===== src/rtl/packed_fill_pkg.sv =====
// packed_fill_pkg: shared state encoding and mode constants for the packed fill sequencer
package packed_fill_pkg;

   typedef enum logic [1:0] {
      IDLE = 2'd0,
      FILL = 2'd1,
      HOLD = 2'd2
   } state_e;

   localparam logic MODE_SERIAL = 1'b0;
   localparam logic MODE_BCAST  = 1'b1;

endpackage


===== src/rtl/packed_fill_shreg.sv =====
// packed_fill_shreg: LSB-first indexed shift register with bit counter and assembled-word view
module packed_fill_shreg
   import packed_fill_pkg::*;
#(
   parameter int WIDTH = 8
) (
   input  logic             i_clk,
   input  logic             i_rst_n,
   input  logic             i_clr,
   input  logic             i_wr,
   input  logic             i_bit,
   output logic             o_last,
   output logic [WIDTH-1:0] o_word
);

   localparam int CW = $clog2(WIDTH);

   logic [CW-1:0]    cnt_q, cnt_d;
   logic [WIDTH-1:0] shreg_q, shreg_d;

   // Word as it would look with the offered bit written at the current slot
   always_comb begin
      o_word         = shreg_q;
      o_word[cnt_q]  = i_bit;
   end

   // Completion slot: the counter parks here until the final accept
   assign o_last = cnt_q == CW'(WIDTH - 1);

   // Next state: clear wins, then accept; the counter returns to zero after the last bit
   always_comb begin
      shreg_d = i_clr ? '0 : i_wr ? o_word : shreg_q;
      cnt_d   = i_clr ? '0 : i_wr ? (o_last ? '0 : cnt_q + CW'(1)) : cnt_q;
   end

   // State registers
   always_ff @(posedge i_clk or negedge i_rst_n) begin
      if (!i_rst_n) begin
         shreg_q <= '0;
         cnt_q   <= '0;
      end else begin
         shreg_q <= shreg_d;
         cnt_q   <= cnt_d;
      end
   end

endmodule


===== src/rtl/packed_fill_ctrl.sv =====
// packed_fill_ctrl: fills a packed word by broadcast or serial bit stream and presents it under valid/ready
module packed_fill_ctrl
   import packed_fill_pkg::*;
#(
   parameter int WIDTH = 8
) (
   input  logic             i_clk,
   input  logic             i_rst_n,
   input  logic             i_start,
   input  logic             i_mode,
   input  logic             i_abort,
   input  logic             i_bit,
   input  logic             i_bit_valid,
   output logic             o_bit_ready,
   output logic [WIDTH-1:0] o_a,
   output logic             o_valid,
   input  logic             i_ready,
   output logic             o_busy
);

   state_e           state_q;
   logic [WIDTH-1:0] a_q;
   logic             valid_q, bit_ready_q, busy_q;
   logic             accept, clr, last;
   logic [WIDTH-1:0] word;

   // Abort beats a simultaneous accept; a serial start or an abort wipes partial data
   always_comb begin
      accept = (state_q == FILL) & i_bit_valid & ~i_abort;
      clr    = ((state_q == IDLE) & i_start & (i_mode == MODE_SERIAL)) | ((state_q == FILL) & i_abort);
   end

   packed_fill_shreg #(.WIDTH(WIDTH)) u_shreg (
      .i_clk   (i_clk),
      .i_rst_n (i_rst_n),
      .i_clr   (clr),
      .i_wr    (accept),
      .i_bit   (i_bit),
      .o_last  (last),
      .o_word  (word)
   );

   // Sequencer with registered handshake outputs; o_a only moves on completion
   always_ff @(posedge i_clk or negedge i_rst_n) begin
      if (!i_rst_n) begin
         state_q     <= IDLE;
         a_q         <= '0;
         valid_q     <= 1'b0;
         bit_ready_q <= 1'b0;
         busy_q      <= 1'b0;
      end else begin
         case (state_q)
            IDLE: if (i_start) begin
               busy_q <= 1'b1;
               if (i_mode == MODE_BCAST) begin
                  a_q     <= {WIDTH{i_bit}};
                  valid_q <= 1'b1;
                  state_q <= HOLD;
               end else begin
                  bit_ready_q <= 1'b1;
                  state_q     <= FILL;
               end
            end
            FILL: if (i_abort) begin
               bit_ready_q <= 1'b0;
               busy_q      <= 1'b0;
               state_q     <= IDLE;
            end else if (accept && last) begin
               a_q         <= word;
               bit_ready_q <= 1'b0;
               valid_q     <= 1'b1;
               state_q     <= HOLD;
            end
            HOLD: if (i_ready) begin
               valid_q <= 1'b0;
               busy_q  <= 1'b0;
               state_q <= IDLE;
            end
            default: begin
               valid_q     <= 1'b0;
               bit_ready_q <= 1'b0;
               busy_q      <= 1'b0;
               state_q     <= IDLE;
            end
         endcase
      end
   end

   assign o_a         = a_q;
   assign o_valid     = valid_q;
   assign o_bit_ready = bit_ready_q;
   assign o_busy      = busy_q;

endmodule


===== config.mk =====
export PLATFORM = sky130hd
export DESIGN_NAME = packed_fill_ctrl
export DESIGN_NICKNAME = d
export VERILOG_FILES = /design/src/rtl/packed_fill_pkg.sv /design/src/rtl/packed_fill_shreg.sv /design/src/rtl/packed_fill_ctrl.sv
export SDC_FILE = /design/constraint.sdc
export NUM_CORES = 1
export LEC_CHECK = 0
export CORE_ASPECT_RATIO = 1.1
export CORE_MARGIN = 2
export CORE_UTILIZATION = 59
export CTS_CLUSTER_DIAMETER = 100
export DETAILED_ROUTE_END_ITERATION = 10
export GPL_TIMING_DRIVEN = 0
export PLACE_DENSITY = 0.85
export SLEW_MARGIN = 20
export SYNTH_ARGS = -nofsm -noshare
export SYNTH_HDL_FRONTEND = slang
export SYNTH_HIERARCHICAL = 1
export SYNTH_SLANG_ARGS = --single-unit

===== constraint.sdc =====
create_clock -name i_clk -period 2.8 [get_ports i_clk]
set_input_delay 0.84 -clock i_clk [delete_from_list [all_inputs] [get_ports i_clk]]
set_output_delay 0.84 -clock i_clk [all_outputs]
set_load 0.01 [all_outputs]

==> results of run 1 <==
metrics by stage:
step | hold WS (ns) | area, um^2 | instances | total power (uW)
after floorplan | 0.511 | 1500 | 124 | 702
after global placement | 0.473 | 1720 | 173 | 864
after detailed placement | 0.496 | 1720 | 173 | 878
after CTS | 0.525 | 1740 | 176 | 1030
after global routing | 0.534 | 1740 | 176 | 1070
final | 0.491 | 1740 | 176 | 1020
cells in the final DEF (no fill, tap or decap), drive strengths merged:
cell type	count
dfrtp	24
mux2	24
clkdlybuf4s50	17
nand2b	10
buf	10
mux2i	9
a21oi	6
nor2	5
clkbuf	5
nor3b	4
nand3b	4
nand4b	3
and4bb	3
nor4bb	2
a21o	2
inv	2
o21ai	2
ha	2
nor2b	1
a2bb2oi	1
nand2	1
o22ai	1
o21a	1
nor3	1
nand3	1
nor4b	1
or3b	1
or2b	1
nand4	1
area by class of cell:
class | count | share of cell area
repair buffers | 18 | 0.101
clock buffers | 3 | 0.0130
multi-input cells | 87 | 0.456
well taps | 31 | 0.0224
plain buffers | 11 | 0.0570
inverters | 2 | 0.00433
flip-flops and latches | 24 | 0.346
registers in the layout, indices dropped and copies added, names as in the netlist:
| name | flops |
|---|---|
| state_q | 2 |
| u_shreg/shreg_q | 8 |
| o_valid | 1 |
| o_busy | 1 |
| o_bit_ready | 1 |
| o_a | 8 |
| u_shreg/cnt_q | 3 |
cells by family after synthesis:
kind of cell,synth area share
compound gates,0.0543
fa+ha+maj,0.0167
flops,0.401
buf+inv,0.0709
mux,0.260
simple gates,0.197
worst max path at each step:
stage,startpoint,end,slack (ns)
6_report,i_start,u_shreg/shreg_q[0],0.47
5_1_grt,i_start,u_shreg/shreg_q[6],0.40
4_1_cts,i_start,u_shreg/shreg_q[0],0.50
3_5_place_dp,i_start,u_shreg/shreg_q[0],0.17
3_3_place_gp,i_start,u_shreg/shreg_q[4],0.24
2_1_floorplan,i_abort,o_a[0],0.95
metal layers:
layer	up-vias	GRT usage	wire length [um]
met3	4	0.0319	67
li1	489	-	-
met4	0	0.0677	30
met2	17	0.360	1380
met1	500	0.264	1240
met5	-	0	0
report_power, final:
group          internal, uW  switching [uW]  leakage [uW]
registers               414            41.5      0.000308
logic                   256             158      0.000455
clock network          50.3            97.8     0.0000138
==> results.cfg, run 1 <==
[synth]
synth-edff-count = 0
netlist_top_cells_area = dfrtp_1, mux2_2, mux2_4, mux2i_1, nand2b_1
ys_warn_count = 6
yosysSeqAreaShare = 0.401
register_bit_count_reported_by_yosys = 24
synthFlopType = dfrtp_1
post-synth-top-count-cell = dfrtp_1
syn_avg_cell_area_um2 = 12.1
fraction_of_synthesis_flops_using_an_asynchronous_set_or_reset_pin = 1.00
synth.top_cells.by_count = dfrtp_1, mux2_2, nand2b_1
post_synth_inst_count = 124
synthDominantAreaCellType = dfrtp_1
synth.distinct_cells = 35
synthDominantCellAreaShare = 0.401
mappedNetlistArea_um2 = 1500
synth_nets = 134

[cts]
htree_num_levels = 1
cts.sinks = 24
ctsHoldBuffers = 0
clkLatencyLatePin_ns = 0.31
clock_tree.buffer_depth = 2
clkSlewWorstSetupHoldPaths_ns = 0.13
clock_tree_from_tritoncts = yes
post-cts-setup-buffers = 0
ctsRootBufferMaster = clkbuf_4
postCtsResizedCells = 0
cts_buffers = 3

[route]
detail_route.wl_per_cell_um = 15.5
viasPerCell = 5.74
drt-total-wl_mm = 2.72
postRouteAntennaNets = 0
vias = 1010
detail_route.drc_violations = 0
drt-initial-drc-count = 11
first_pass_iters = 4

[worst_setup_path]
cpLargestDelayFamily = buffers and inverters
timing.critical_path.to_type = flop
worst_ep_required_time_ns = 2.99
crit-reg2reg-capture = o_a[0]
rr_worst_depth = 5
worstSetupPathType = in -> reg
regToRegSetupSlack_ns = 0.97
cp-start-kind = primary input
max_stage_delay_ns = 0.50
arrival_ns = 2.52
crit_path_cell_trace = clkdlybuf4s50_1, nor3b_1, a21oi_1, nor2_1, clkbuf_1, nand2b_1, mux2i_1
critical_path_fanouts_max = 10
rr_startpoint = u_shreg/cnt_q[1]
worst_path_max_delay_cell = clkdlybuf4s50_1
timing.critical_path.depth = 7
crit_buf_inv = 2

[timing]
total_negative_setup_slack_ns = 0
maxClockFrequency_mhz = 429
worst_clock_skew_ns = 0.00491
rsz0062_at_grt = no
report.final.setup_viol = 0
final_worst_path_setup_slack_ns = 0.469
timing.final.crit_period_ns = 2.33
timing_worst_slew_pin_value_ns = 0.532
timing.final.hold_violations = 0
fin_crit_sh = 0.832
max_slew_margin = 0.645
maxSlewViolCount = 0

[layout]
diodes = 0
seqCellArea_um2 = 601
finalCoreUtilization = 0.709
area_growth_pct = 15.8
multi_input_gate_area_um2 = 792
num-nets-final = 157
layout.filler_cells = 167
drive_above_1_share = 0.262

[flow_run]
maxCapViolations = 0

[placed_design]
dpl_worst_slack_ns = 0.167
detailed_place_hpwl_mm = 1.96
routabilityCongestion = 0.768
placement.io_buffers = 18

[floorplanning]
io_pins = 19
die_area_um2 = 2960
std_cell_rows = 19
initial_utilization = 0.612
floorplan.die.height_um = 56.9
design.core.area_um2 = 2450
die_width_um = 52.1

[power]
vdd_drop_max_mv = 0.434
pwr_density_cell_nw_per_um2 = 586
p_leak_uw = 0.000777

[grt]
wire_length_of_the_first_global_routing_pass_mm = 4.62
grt_max_degree = 25
globalRouteOverflowTotal = 0
grt_antenna_before_repair = 0
first_global_vias = 1002
track_usage = 0.210

[min_path]
min-delay-path-class = in -> async

[run_status]
outcome = complete, no violations
(Power assumes the default switching activity.)
==> run 2, diff against run 1 <==
CORE_UTILIZATION = 54   (was 59)
PLACE_DENSITY = 0.79   (was 0.85)
clock period = 2.4 ns   (was 2.8 ns; I/O delays follow)
==> run 2 against run 1 <==
Effect of this change: sequential share of layout area down 0.32 points; non-clock buffer count unchanged; flip-flop and latch count did not move; power grew 20%; combinational power is 16% higher; critical endpoint is now u_shreg/shreg_q[4]; largest cell class unchanged.
==> results.cfg, run 2 (synthesis results as in run 1) <==
[worst_setup_path]
crit_path_cell_trace = clkdlybuf4s50_1, nor3b_1, a21oi_1, nor2_1, nand2b_1, clkbuf_1, mux2i_1
worst_ep_required_time_ns = 2.59
timing.critical_path.to_type = flop
regToRegSetupSlack_ns = 0.54
critical_path.startpoint = i_start
worstSetupPathType = in -> reg
max_stage_delay_ns = 0.48
rr_startpoint = u_shreg/cnt_q[1]
worst_path_max_delay_cell = clkdlybuf4s50_1
rr_worst_depth = 5
cp-start-kind = primary input
critical_path_fanouts_max = 8
arrival_ns = 2.37
crit-reg2reg-capture = o_a[0]

[power]
power_uw = 1220
p_leak_uw = 0.000784
vdd_drop_max_mv = 0.537
pwr_density_cell_nw_per_um2 = 697

[layout]
most_common_cell_after_layout_fill_and_taps_aside = dfrtp_1
diodes = 0
layout.filler_cells = 216
drive_above_1_share = 0.267
post-route-cell-area_um2 = 1750
num-nets-final = 157
layout_common_cells = dfrtp_1, clkdlybuf4s50_1, mux2_2
finalCoreUtilization = 0.648
finish.cell_count_without_fillers = 179
area_growth_pct = 16.9

[floorplanning]
die_area_um2 = 3210
floorplan.die.height_um = 59.3
design.core.area_um2 = 2700
initial_utilization = 0.555
io_pins = 19
die_width_um = 54.2
std_cell_rows = 20

[cts]
ctsHoldBuffers = 0
htree_num_levels = 1
postCtsResizedCells = 0
ctsRootBufferMaster = clkbuf_4
clkLatencyLatePin_ns = 0.31
clkSlewWorstSetupHoldPaths_ns = 0.13
post-cts-setup-buffers = 0
cts.sinks = 24
clock_tree_from_tritoncts = yes
cts_buffers = 3
clock_tree.buffer_depth = 2

[placed_design]
detailed_place_hpwl_mm = 1.92
routabilityCongestion = 0.740
dpl.cell_count = 175
placement.io_buffers = 18
post_placement_cell_area_um2 = 1720

[route]
postRouteAntennaNets = 0
detail_route.wl_per_cell_um = 14.9
drt-initial-drc-count = 27
vias = 952
drt-total-wl_mm = 2.68
first_pass_iters = 4
viasPerCell = 5.32
detail_route.drc_violations = 0

[min_path]
min-delay-path-class = in -> async

[timing]
max_slew_margin = 0.641
maxSlewViolCount = 0
maxClockFrequency_mhz = 458
rsz0062_at_grt = no
timing.final.hold_violations = 0
timing_worst_slew_pin_value_ns = 0.539
report.final.setup_viol = 0
worst_clock_skew_ns = 0.00268
timing.final.crit_period_ns = 2.18
total_negative_setup_slack_ns = 0
fin_crit_sh = 0.909

[grt]
wire_length_of_the_first_global_routing_pass_mm = 4.53
grt_antenna_before_repair = 0
track_usage = 0.196
grt_max_degree = 25
globalRouteOverflowTotal = 0
first_global_vias = 987

[run_status]
outcome = complete, no violations

[flow_run]
maxCapViolations = 0
-- run 2: area by class of cell --
type                       instances  area, um^2  area share
tap                               33        41.3      0.0236
timing repair buffer              18         175       0.100
sequential                        24         601       0.343
multi-input combinational         87         792       0.452
clock buffer                       4        36.3      0.0207
buffer                            11        98.8      0.0564
inverter                           2        7.51     0.00429
-- run 2: critical path, delay by kind of cell --
kind / cells / cell delay, ns
mux: 1 / 0.14
simple gates: 3 / 0.62
compound gates: 1 / 0.08
buf+inv: 2 / 0.80
-- run 2: report_power, final --
group          internal (uW)  total, uW  leakage (uW)  switching [uW]
clock network           92.6        210     0.0000210             117
logic                    299        481      0.000455             182
registers                483        531      0.000308            47.7
total                    874       1220      0.000784             347
-- run 2: worst max path at each step --
| stage | to | slack, ns | depth (start not counted) |
|---|---|---|---|
| 4_1_cts | u_shreg/shreg_q[0] | 0.22 | 7 |
| 6_report | u_shreg/shreg_q[4] | 0.22 | 7 |
| 5_1_grt | u_shreg/shreg_q[6] | 0.005 | 7 |
| 3_3_place_gp | u_shreg/shreg_q[2] | -0.07 | 7 |
| 2_1_floorplan | o_a[0] | 0.67 | 4 |
| 3_5_place_dp | u_shreg/shreg_q[7] | -0.13 | 7 |
-- run 2: per-stage QoR --
stage,hold WS (ns),setup slack [ns]
CTS,0.528,0.221
global route,0.405,0.00486
finish,0.372,0.217
global placement,0.480,-0.0739
detailed placement,0.491,-0.126
floorplan,0.424,0.669
-- run 2: metal layers --
layer	global-route usage	share of wire	up-vias
li1	-	-	492
met1	0.247	0.49	442
met2	0.325	0.47	14
met3	0.0303	0.024	4
met4	0.0857	0.015	0
met5	0	0	-
==> run 3, diff against run 2 <==
ABC_AREA = 1   (was default)
RECOVER_POWER = 25   (was default)
==> run 3 against run 2 <==
Effect of this change: sequential share of layout area increased by 0.96 points; utilization is 2.8 points higher; critical path depth shrank 6; first-iteration DRC count is 37% higher; count of clock-buffer cells in the layout stayed put; via count rose by 32%; cell count increased by 37%; die area shrank 2.7%; design area is 2.7% lower; synthesized area decreased by 2.9%; flip-flop and latch count unchanged; synthesized cell count up 55%; critical path type is now reg -> out; critical endpoint is now o_a[0]; highest routed layer unchanged.
==> results.cfg, run 3 <==
[run_status]
outcome = complete, no violations

[power]
vdd_drop_max_mv = 0.535
p_leak_uw = 0.000889
switching_share = 0.407
pwr_density_cell_nw_per_um2 = 963
power_uw = 1640
cellInternalPower_uw = 973
p_switching_uw = 669
clock_power_share = 0.129
p_seq_frac = 0.367
power.combinational.fraction = 0.504

[cts]
postCtsResizedCells = 0
ctsRootBufferMaster = clkbuf_4
clock_tree.buffer_depth = 2
htree_num_levels = 1
cts.sinks = 24
clock_tree_from_tritoncts = yes
post-cts-setup-buffers = 0
ctsHoldBuffers = 0
clkSlewWorstSetupHoldPaths_ns = 0.13
cts_buffers = 3
clkLatencyLatePin_ns = 0.31

[grt]
globalRouteOverflowTotal = 0
grt_max_degree = 25
wire_length_of_the_first_global_routing_pass_mm = 5.20
track_usage = 0.219
grt_antenna_before_repair = 0
first_global_vias = 1281

[worst_setup_path]
critical_path_fanouts_max = 2
worst_ep_required_time_ns = 1.68
crit_path_cell_trace = clkdlybuf4s50_1
cpLargestDelayFamily = buffers and inverters
worst_path_max_delay_cell = clkdlybuf4s50_1
crit_buf_inv = 1
cp-start-kind = flop
worstSetupPathType = reg -> out
timing.critical_path.depth = 1
rr_worst_depth = 8
critical_path.startpoint = o_a[0]
rr_startpoint = state_q[1]
arrival_ns = 1.23
timing.critical_path.to_type = output port
max_stage_delay_ns = 0.56

[layout]
area_growth_pct = 17.1
drive_above_1_share = 0.126
multi_input_gate_area_um2 = 719
layout_common_cells = nand2_1, nand3_1, dfrtp_1
most_common_cell_after_layout_fill_and_taps_aside = nand2_1
num-nets-final = 225
seqCellArea_um2 = 601
diodes = 0
layout.filler_cells = 222

[route]
detail_route.drc_violations = 0
first_pass_iters = 4
detail_route.wl_per_cell_um = 11.7
vias = 1261
drt-initial-drc-count = 37
viasPerCell = 5.15
postRouteAntennaNets = 0
drt-total-wl_mm = 2.86

[floorplanning]
die_width_um = 53.5
floorplan.die.height_um = 58.4
initial_utilization = 0.577
std_cell_rows = 19
io_pins = 19
die_area_um2 = 3130
design.core.area_um2 = 2520

[synth]
dominant_combinational_cell_family_by_area_after_synthesis = simple AND/OR/NAND/NOR gates
ys_warn_count = 6
fraction_of_synthesis_flops_using_an_asynchronous_set_or_reset_pin = 1.00
post_synth_xor_area_fraction = 0
mappedNetlistArea_um2 = 1460
synthDominantAreaCellType = dfrtp_1
synthDominantCellAreaShare = 0.413
register_bit_count_reported_by_yosys = 24
synth-edff-count = 0
synthFlopType = dfrtp_1
synthSimpleGateAreaFrac = 0.440
synth.area.mux_share = 0
netlist_top_cells_area = dfrtp_1, nand2_1, nand3_1, inv_1, and2_1
synth-compound-area-share = 0.0370
yosysSeqAreaShare = 0.413
synth.distinct_cells = 24
synth-adder-area-share = 0.0172
synth_nets = 202
synth.top_cells.by_count = nand2_1, nand3_1, dfrtp_1
syn_avg_cell_area_um2 = 7.58
post_synth_inst_count = 192
post-synth-top-count-cell = nand2_1

[timing]
max_slew_margin = 0.174
fin_crit_sh = 0.814
timing_worst_slew_pin_value_ns = 1.24
report.final.setup_viol = 0
maxClockFrequency_mhz = 512
timing.final.hold_violations = 0
rsz0062_at_grt = no
maxSlewViolCount = 0
total_negative_setup_slack_ns = 0
timing.final.crit_period_ns = 1.95
worst_clock_skew_ns = 0.00459

[placed_design]
routabilityCongestion = 0.897
placement.io_buffers = 18
detailed_place_hpwl_mm = 2.29

[min_path]
min_from = o_valid
hold_path_depth = 2
min-delay-path-class = reg -> reg

[flow_run]
maxCapViolations = 0
[run 3: final timing paths]
| path | to | slack (ns) |
|---|---|---|
| max | o_a[0] | 0.45 |
| min | o_valid | 0.49 |
| max reg2reg | u_shreg/shreg_q[3] | 0.89 |
| min reg2reg | o_valid | 0.49 |
| max in group asynchronous | u_shreg/shreg_q[5] | 1.03 |
| min in group asynchronous | state_q[0] | 0.64 |
[run 3: cell type report]
cell class              instances  share of cell area
well taps                      31              0.0228
inverters                      24              0.0543
flip-flops and latches         24               0.352
multi-input cells             139               0.422
repair buffers                 18               0.102
plain buffers                   5              0.0250
clock buffers                   4              0.0213
[run 3: cell families (layout without fill, tap and decap cells)]
kind of cell             Yosys count  in the layout
AO/OA/AOI/OAI                      8              8
adder cells (fa/ha/maj)            2              2
buffers and inverters             29             51
flip-flops                        24             24
AND/OR/NAND/NOR                  129            129
[run 3: power by group through the flow]
stage | logic (uW) | registers, uW | clock network (uW)
final | 827 | 603 | 212
after global routing | 932 | 618 | 242
after CTS | 838 | 604 | 221
after detailed placement | 835 | 614 | 0
after global placement | 803 | 607 | 0
after floorplan | 496 | 646 | 0
[run 3: worst min-delay path, cell delays in order (launching register included)]
cell     delay [ns]
dfrtp_1        0.37
nand2_1        0.05
nand2_1        0.04
[run 3: metal layers]
layer	share of wire	vias to the layer above	GRT usage
met5	0	-	0
met4	0.0087	0	0.103
met3	0.029	4	0.0279
met2	0.53	24	0.379
met1	0.43	580	0.266
li1	-	653	-
[run 3: metrics by stage]
stage / cells / utilization / worst slack (ns) / hold WS, ns / area (um^2)
2_1_floorplan: 192 / - / 0.944 / 0.424 / 1460
3_3_place_gp: 241 / 0.664 / 0.264 / 0.455 / 1670
3_5_place_dp: 241 / 0.664 / 0.184 / 0.460 / 1670
4_1_cts: 245 / 0.679 / 0.421 / 0.490 / 1710
5_1_grt: 245 / 0.676 / 0.332 / 0.508 / 1700
6_report: 245 / 0.676 / 0.446 / 0.487 / 1700
